File: config.mk
export PLATFORM = sky130hd
export DESIGN_NAME = iir_seq_ctrl
export DESIGN_NICKNAME = d
export VERILOG_FILES = /design/src/rtl/iir_pkg.sv /design/src/rtl/iir_mac_unit.sv /design/src/rtl/iir_seq_ctrl.sv
export SDC_FILE = /design/constraint.sdc
export NUM_CORES = 1
export LEC_CHECK = 0
export ABC_AREA = 1
export ABC_CLOCK_PERIOD_IN_PS = 24800
export CAP_MARGIN = 10
export CORE_UTILIZATION = 35
export CTS_CLUSTER_SIZE = 25
export DETAILED_ROUTE_END_ITERATION = 8
export SYNTH_ARGS = -nofsm -noshare
export SYNTH_HDL_FRONTEND = slang
export SYNTH_HIERARCHICAL = 1
export SYNTH_SLANG_ARGS = --single-unit
File: constraint.sdc
create_clock -name clk -period 24.8 [get_ports clk]
set_input_delay 3.72 -clock clk [delete_from_list [all_inputs] [get_ports clk]]
set_output_delay 3.72 -clock clk [all_outputs]
set_load 0.1 [all_outputs]
File: src/rtl/iir_pkg.sv
// iir_pkg
//   Shared constants and types for the time-multiplexed biquad sequencer:
//   default coefficients, FSM state encoding, MAC step counter width and
//   the channel-index width helper.
//   Optional feature macro used by iir_seq_ctrl: IIR_SEQ_CLR_EN.
package iir_pkg;

    localparam int          IIR_NCH_DEF = 4;
    localparam logic [31:0] IIR_A1_DEF  = 32'd4;
    localparam logic [31:0] IIR_A2_DEF  = 32'd3;
    localparam logic [31:0] IIR_B0_DEF  = 32'd6;
    localparam logic [31:0] IIR_B1_DEF  = 32'd1;
    localparam logic [31:0] IIR_B2_DEF  = 32'd2;

    typedef enum logic [1:0] {
        ST_IDLE = 2'd0,
        ST_MAC  = 2'd1,
        ST_OUT  = 2'd2
    } iir_state_e;

    localparam int                STEP_W    = 3;
    localparam logic [STEP_W-1:0] STEP_LAST = 3'd4;

    // Channel index width; a single channel would still need one bit.
    function automatic int ch_width(input int n);
        return (n < 2) ? 1 : $clog2(n);
    endfunction

endpackage

File: src/rtl/iir_mac_unit.sv
// iir_mac_unit
//   One 32x32 multiplier truncated to 32 bits feeding an add/sub
//   accumulator. All arithmetic is unsigned modulo 2^32.
//   Ports:
//     clk, rst_n   clock, synchronous active-low reset
//     clr          zero the accumulator on this edge
//     en           load acc_next into the accumulator on this edge
//     op_sub       0: acc + a*b, 1: acc - a*b
//     a, b         multiplier operands
//     acc          current accumulator value
//     acc_next     acc +/- a*b (combinational, used for the final step)
module iir_mac_unit (
    input  logic        clk,
    input  logic        rst_n,
    input  logic        clr,
    input  logic        en,
    input  logic        op_sub,
    input  logic [31:0] a,
    input  logic [31:0] b,
    output logic [31:0] acc,
    output logic [31:0] acc_next
);

    logic [31:0] prod;

    assign prod     = a * b;
    assign acc_next = op_sub ? (acc - prod) : (acc + prod);

    always_ff @(posedge clk) begin
        if (!rst_n) begin
            acc <= 32'd0;
        end else if (clr) begin
            acc <= 32'd0;
        end else if (en) begin
            acc <= acc_next;
        end
    end

endmodule

File: src/rtl/iir_seq_ctrl.sv
// iir_seq_ctrl
//   Runs NCH independent biquads
//     y = B0*x + B1*x[n-1] + B2*x[n-2] - A1*y[n-1] - A2*y[n-2]
//   through a single multiply-accumulate unit, one term per cycle.
//   Per-channel history lives in this module.
//   Optional macro IIR_SEQ_CLR_EN adds the clr_valid/clr_ch history clear.
//   Ports:
//     clk, rst_n            clock, synchronous active-low reset
//     in_valid/in_ready     sample handshake, in_ch/in_x carry the sample
//     out_valid/out_ready   result handshake, out_ch/out_y carry the result
//     clr_valid, clr_ch     (IIR_SEQ_CLR_EN only) zero history of clr_ch
//
//   state   | meaning
//   --------+-----------------------------------------------------------
//   ST_IDLE | in_ready=1, waiting for a sample
//   ST_MAC  | five MAC steps (0..4), writeback of history on step 4
//   ST_OUT  | out_valid=1, result held until out_ready
module iir_seq_ctrl
    import iir_pkg::*;
#(
    parameter int          NCH = IIR_NCH_DEF,
    parameter logic [31:0] A1  = IIR_A1_DEF,
    parameter logic [31:0] A2  = IIR_A2_DEF,
    parameter logic [31:0] B0  = IIR_B0_DEF,
    parameter logic [31:0] B1  = IIR_B1_DEF,
    parameter logic [31:0] B2  = IIR_B2_DEF
) (
    input  logic                   clk,
    input  logic                   rst_n,
    input  logic                   in_valid,
    output logic                   in_ready,
    input  logic [$clog2(NCH)-1:0] in_ch,
    input  logic [31:0]            in_x,
    output logic                   out_valid,
    input  logic                   out_ready,
    output logic [$clog2(NCH)-1:0] out_ch,
    output logic [31:0]            out_y
`ifdef IIR_SEQ_CLR_EN
    ,
    input  logic                   clr_valid,
    input  logic [$clog2(NCH)-1:0] clr_ch
`endif
);

    localparam int CW = ch_width(NCH);

    iir_state_e        state;
    logic [STEP_W-1:0] step;
    logic [CW-1:0]     ch_r;
    logic [31:0]       x_r;

    logic [31:0] xn1 [NCH];
    logic [31:0] xn2 [NCH];
    logic [31:0] yn1 [NCH];
    logic [31:0] yn2 [NCH];

    logic [31:0] coef;
    logic [31:0] operand;
    logic        op_sub;
    logic        mac_clr;
    logic        mac_en;
    logic        wb;
    logic [31:0] acc;
    logic [31:0] acc_next;

    // Gated by rst_n so the handshake reads not-ready while reset is held.
    assign in_ready  = rst_n && (state == ST_IDLE);
    assign out_valid = (state == ST_OUT);

    assign mac_clr = (state == ST_IDLE) && in_valid;
    assign mac_en  = (state == ST_MAC);
    assign wb      = (state == ST_MAC) && (step == STEP_LAST);

    // Operand mux: history is read live, so a clear during MAC only
    // affects the steps that have not executed yet.
    always_comb begin
        coef    = 32'd0;
        operand = 32'd0;
        op_sub  = 1'b0;
        case (step)
            3'd0: begin coef = B0; operand = x_r;       end
            3'd1: begin coef = B1; operand = xn1[ch_r]; end
            3'd2: begin coef = B2; operand = xn2[ch_r]; end
            3'd3: begin coef = A1; operand = yn1[ch_r]; op_sub = 1'b1; end
            3'd4: begin coef = A2; operand = yn2[ch_r]; op_sub = 1'b1; end
            default: begin coef = 32'd0; operand = 32'd0; op_sub = 1'b0; end
        endcase
    end

    iir_mac_unit u_mac (
        .clk      (clk),
        .rst_n    (rst_n),
        .clr      (mac_clr),
        .en       (mac_en),
        .op_sub   (op_sub),
        .a        (coef),
        .b        (operand),
        .acc      (acc),
        .acc_next (acc_next)
    );

    always_ff @(posedge clk) begin
        if (!rst_n) begin
            state  <= ST_IDLE;
            step   <= '0;
            ch_r   <= '0;
            x_r    <= 32'd0;
            out_ch <= '0;
            out_y  <= 32'd0;
        end else begin
            case (state)
                ST_IDLE: begin
                    if (in_valid) begin
                        ch_r  <= in_ch;
                        x_r   <= in_x;
                        step  <= '0;
                        state <= ST_MAC;
                    end
                end
                ST_MAC: begin
                    if (step == STEP_LAST) begin
                        out_y  <= acc_next;
                        out_ch <= ch_r;
                        step   <= '0;
                        state  <= ST_OUT;
                    end else begin
                        step <= step + STEP_W'(1);
                    end
                end
                ST_OUT: begin
                    if (out_ready) begin
                        state <= ST_IDLE;
                    end
                end
                default: state <= ST_IDLE;
            endcase
        end
    end

    // History file. The clear is written after the step-4 writeback so it
    // takes priority when both hit the same channel on one edge.
    always_ff @(posedge clk) begin
        if (!rst_n) begin
            for (int i = 0; i < NCH; i++) begin
                xn1[i] <= 32'd0;
                xn2[i] <= 32'd0;
                yn1[i] <= 32'd0;
                yn2[i] <= 32'd0;
            end
        end else begin
            if (wb) begin
                xn2[ch_r] <= xn1[ch_r];
                xn1[ch_r] <= x_r;
                yn2[ch_r] <= yn1[ch_r];
                yn1[ch_r] <= acc_next;
            end
`ifdef IIR_SEQ_CLR_EN
            if (clr_valid) begin
                xn1[clr_ch] <= 32'd0;
                xn2[clr_ch] <= 32'd0;
                yn1[clr_ch] <= 32'd0;
                yn2[clr_ch] <= 32'd0;
            end
`endif
        end
    end

endmodule
==> results.toml, run 1 <==
[global_routing]
grtUsageTotal_pct = 19.78
grt_pass1_wl_mm = 208.4
antenna_found_initial = 4
grt_pass1_vias = 36099
grt_use_met3_pct = 2.395
grt_max_degree = 140
use_met1_pct = 27.14
grtUsageMet2_pct = 32.63
gr-max-usage-layer = "met2"
grt-ovfl-total = 0

[die]
start_util_pct = 35.27
die_height_um = 365.8
rows = 133
core_area_um2 = 131300
ioPinCount = 74
die_w_um = 365.8
die_area_um2 = 133800

[clocking]
path_clk_slew_ps = 60
post_cts_buffers = 0
clkSinkCount = 619
ctsResizeCount = 0
tritoncts = "yes"
clk_latency_ps = 630
ctsRootBufferMaster = "clkbuf_16"
clk_path_buf_depth = 3
htreeDepth = 3
hold_buffers = 0
numCtsBuffers = 69

[place]
dp_hpwl_mm = 89.54
gp_congestion = 0.9051
io_buffers = 73
placed_cell_area_um2 = 48810

[worst_setup_path]
worstPathArrival_ps = 11910
critPathSlowestCell = "buf_4"
slowest_delay_ps = 820
end_kind = "flop"
cp_data_required_time_ps = 25120
worstSetupStartpointType = "flop"
cpMostUsedCell = "nand2_1"
ff2ff_path_depth = 46
crit_type = "reg -> reg"
crit_fanout = 139

[sta]
slew_headroom_pct = 23.37
whs_ps = 497.5
fin_worst_skew_ps = 28.03
max_freq_ghz = 0.08628
grt_setup_unrepaired = "false"
worst_slew_pin_slew_ps = 1148
finalSetupTns_ps = 0
hold_viol_final = 0
period_share_pct = 46.73
setup_viol = 0
drv_slew = 0
min_period_ps = 11590

[finish]
drive_above_1_share_pct = 4.134
layout_common_cells = "nand2_1 (1,567), inv_1 (978), nor2_1 (703)"
syn_to_final_growth_pct = 10.35
regArea_um2 = 17520
fin_nets = 6238
finish.instance_area_um2 = 51110
layout_commonest_cell = "nand2_1"
fillCellCount = 13201
multi_input_area_um2 = 24190

[synthesis]
syn_area_um2 = 46310
synth_edf_count = 512
avgSynthCellArea_um2 = 8.188
yosys_register_bits = 619
async_flop_share_pct = 0
synth_top_area_cell = "edfxtp_1"
synth.area.top_cells = "edfxtp_1 (33%), fa_1 (18%), nand2_1 (13%)"
synth_cells = 5656
ys_types = 50
synth_ff_type = "edfxtp_1"
yosys_warnings = 6
ys_seq_area_share_pct = 37.82
synth_top_area_share_pct = 33.20

[min_path]
hp-class = "reg -> reg"
min_from = "out_y[2]$_SDFFE_PN0P_"
min_path_cells = 2

[route]
routed_wl_mm = 132.6
firstDrtPassIters = 5
via_per_inst = 4.870
drt.antenna.violating_nets = 0
wl_per_cell_um = 17.81
vias = 36235
route.detailed.drc = 0
drt_iter0_markers = 3096

[flow_run]
max_cap_viol_count = 0

[outcome]
outcome = "complete, no violations"
worst max-delay path: cells and delay by family (launching register included):
family / cells / cell delay, ps
AND/OR/NAND/NOR: 20 / 2670
adder cells (fa/ha/maj): 10 / 4200
flip-flops: 1 / 670
AO/OA/AOI/OAI: 5 / 1100
buffers and inverters: 9 / 1920
XOR/XNOR: 2 / 590
routing by layer:
layer	up-vias	share of wire [%]
li1	17177	-
met1	17784	44
met2	1087	47
met3	183	5.8
met4	4	2.7
met5	-	0.026
path summary, 6_finish.rpt:
kind	slack, ps	endpoint
worst min register to register	500	out_y[2]$_SDFFE_PN0P_
worst max register to register	13210	yn1[0][31]$_SDFFCE_PN0P_
worst min-delay path	500	out_y[2]$_SDFFE_PN0P_
worst max-delay path	13210	yn1[0][31]$_SDFFCE_PN0P_
metrics by stage:
| step | instances | setup slack [ps] | util [%] |
|---|---|---|---|
| 5_1_grt | 7440 | 12370 | 38.92 |
| 4_1_cts | 7440 | 13240 | 38.92 |
| 3_5_place_dp | 7315 | 13290 | 37.17 |
| 6_report | 7441 | 13210 | 38.92 |
| 3_3_place_gp | 7315 | 13380 | 37.17 |
| 2_1_floorplan | 5733 | 13720 | - |
final cells by class:
cell class / count / area share [%]
Multi-Input combinational cell: 3820 / 47.34
Sequential cell: 619 / 34.29
Inverter: 996 / 7.345
Tap cell: 1755 / 4.297
Clock buffer: 98 / 3.871
Timing Repair Buffer: 125 / 2.233
Clock inverter: 27 / 0.6170
Antenna cell: 1 / 0.004897
synthesized netlist by cell type, types with 2 or more instances:
library cell / number
nand2_1: 1571
inv_1: 980
nor2_1: 705
edfxtp_1: 512
fa_1: 409
nand3_1: 406
clkbuf_1: 184
ha_1: 160
o21ai_0: 158
a21oi_1: 129
dfxtp_1: 107
buf_2: 77
xor2_1: 54
buf_1: 33
xnor2_1: 21
nand4_1: 17
inv_2: 16
nand2_2: 13
nand3b_1: 11
a31oi_1: 9
nor2_2: 9
nor3_1: 9
o21ai_1: 9
nand3_2: 7
a21oi_2: 5
nor2_4: 5
o21a_1: 5
o21bai_1: 4
a221oi_1: 3
nor4_1: 3
a21boi_2: 2
buf_4: 2
nor3_2: 2
o2111ai_1: 2
o211ai_1: 2
registers in the layout, summed over array words and instances (netlist names), named ones only:
name	cells
xn1	128
xn2	128
yn1	128
yn2	128
out_y	32
u_mac/acc	32
x_r	32
step	3
ch_r	2
out_ch	2
state	2
logic make-up after synthesis:
group           count (synthesis)  share of synthesized area (%)
buf+inv                      1294                          10.73
flops                         619                          37.82
other cells                     1                       0.008097
xor+xnor                       75                          1.418
fa+ha+maj                     569                          22.00
compound gates                334                          3.842
simple gates                 2764                          24.18
Power of run 1 is left out: the tool's default activity adds up to more than one toggle a clock period on the data nets, which glitch-free logic cannot reach.
==> run 2, diff against run 1 <==
--- a/config.mk
+++ b/config.mk
@@ -6,7 +6,7 @@
 export NUM_CORES = 1
 export LEC_CHECK = 0
 export ABC_AREA = 1
-export ABC_CLOCK_PERIOD_IN_PS = 24800
+export ABC_CLOCK_PERIOD_IN_PS = 10230
 export CAP_MARGIN = 10
 export CORE_UTILIZATION = 35
 export CTS_CLUSTER_SIZE = 25
==> constraint.sdc (replaced) <==
create_clock -name clk -period 10.23 [get_ports clk]
set_input_delay 1.5345 -clock clk [delete_from_list [all_inputs] [get_ports clk]]
set_output_delay 1.5345 -clock clk [all_outputs]
set_load 0.1 [all_outputs]
==> results.toml, run 2 (synthesis gave the netlist of run 1 again) <==
[route]
route.detailed.drc = 0
vias = 36876
via_per_inst = 4.908
drt_iter0_markers = 3178
routed_wl_mm = 139.9
firstDrtPassIters = 6
wl_per_cell_um = 18.62
drt.antenna.violating_nets = 0

[clocking]
numCtsBuffers = 70
clk_path_buf_depth = 3
htreeDepth = 3
tritoncts = "yes"
clkSinkCount = 619
ctsRootBufferMaster = "clkbuf_16"
path_clk_slew_ps = 70
hold_buffers = 0
clk_latency_ps = 650

[place]
gp_congestion = 0.9224
dp_slack_ps = 264.4
io_buffers = 73
dp_hpwl_mm = 96.57

[global_routing]
grtUsageMet2_pct = 34.58
grt_use_met3_pct = 2.917
grt_pass1_wl_mm = 216.7
gr-max-usage-layer = "met2"
grt-ovfl-total = 0
grt_max_degree = 85
use_met1_pct = 28.01
grtUsageTotal_pct = 20.77
grt_pass1_vias = 37147
antenna_found_initial = 6

[finish]
fin_nets = 6308
regArea_um2 = 17530
multi_input_area_um2 = 24290
diodes = 0
syn_to_final_growth_pct = 12.38
drive_above_1_share_pct = 5.835
fillCellCount = 13191
layout_common_cells = "nand2_1 (1,558), inv_1 (978), nor2_1 (701)"
layout_commonest_cell = "nand2_1"

[die]
die_w_um = 365.8
ioPinCount = 74
die_area_um2 = 133800
rows = 133
start_util_pct = 35.27
die_height_um = 365.8
core_area_um2 = 131300

[sta]
hold_viol_final = 0
worst_slack_ps = 491.2
min_period_ps = 9739
period_share_pct = 95.20
slew_headroom_pct = 23.06
grt_setup_unrepaired = "true"
max_freq_ghz = 0.1027
setup_viol = 0
worst_slew_pin_slew_ps = 1154
drv_slew = 0
fin_worst_skew_ps = 65.91

[worst_setup_path]
r2r_end = "yn1[2][31]$_SDFFCE_PN0P_"
crit_fanout = 25
slowest_delay_ps = 510
end_kind = "flop"
rrSetupSlack_ps = 490
crit_type = "reg -> reg"
critPathSlowestCell = "fa_1"
cp_data_required_time_ps = 10550
worstSetupStartpointType = "flop"
crit_end = "yn1[2][31]$_SDFFCE_PN0P_"
worstPathArrival_ps = 10050
ff2ff_path_depth = 46

[outcome]
outcome = "complete, no violations"

[flow_run]
max_cap_viol_count = 0

[min_path]
hp-class = "reg -> reg"
[run 2: cell count changes in the layout (fill, tap and decap cells not counted), moves of 5 or more]
cell and change:
buf_12 +8, clkbuf_8 -5, buf_4 +50, clkinv_16 +6
nand2_2 +9, buf_6 +6, ha_2 +6, nand2_1 -9
ha_1 -6
[run 2: routing by layer]
layer / part of all wire, % / routed length [um]
met1: 43 / 60220
met2: 47 / 65490
met3: 7.2 / 10010
met4: 3.0 / 4152
met5: 0.033 / 46
[run 2: cell type report]
type / instances / share of cell area [%]
repair buffers: 193 / 3.491
clock buffers: 89 / 3.599
well taps: 1755 / 4.219
repair inverters: 1 / 0.02164
clock inverters: 40 / 1.072
multi-input cells: 3820 / 46.67
inverters: 996 / 7.258
flip-flops and latches: 619 / 33.67
[run 2: what timing repair did]
| item | in CTS | in global routing |
|---|---|---|
| resized for setup | 0 | 44 |
| endpoints found under the setup margin | 0 | 24 |
| buffers inserted | 0 | 8 |
[run 2: through the flow]
stage	instances	util, %	TNS (ps)	hold slack [ps]	area [um^2]
after global routing	7513	39.64	-51.46	512.8	52050
after detailed placement	7374	37.60	0	476.3	49360
after CTS	7503	39.45	0	490.9	51790
final	7513	39.64	0	486.1	52050
after global placement	7374	37.60	0	462.2	49360
after floorplan	5733	-	0	469.5	46600
[run 2: worst min path at each step]
| stage | start | slack (ps) | cells after the start | endpoint |
|---|---|---|---|---|
| 2_1_floorplan | u_mac/acc[19]$_SDFFE_PP0P_ | 470 | 2 | u_mac/acc[19]$_SDFFE_PP0P_ |
| 5_1_grt | out_y[10]$_SDFFE_PN0P_ | 510 | 2 | out_y[10]$_SDFFE_PN0P_ |
| 4_1_cts | out_y[9]$_SDFFE_PN0P_ | 490 | 2 | out_y[9]$_SDFFE_PN0P_ |
| 3_3_place_gp | out_y[8]$_SDFFE_PN0P_ | 460 | 2 | out_y[8]$_SDFFE_PN0P_ |
| 6_report | out_y[9]$_SDFFE_PN0P_ | 490 | 2 | out_y[9]$_SDFFE_PN0P_ |
| 3_5_place_dp | out_y[24]$_SDFFE_PN0P_ | 480 | 2 | out_y[24]$_SDFFE_PN0P_ |
[run 2: critical path, delay by kind of cell (launching register included)]
kind,cells,cell delay (ps)
AOI/OAI and AO/OA,8,1440
xor gates and xnor gates,2,530
adders and majority gates,10,3630
buffers and inverters,11,1500
DFF,1,380
and+or+nand+nor,15,1900
Power of run 2 is left out for the same reason.
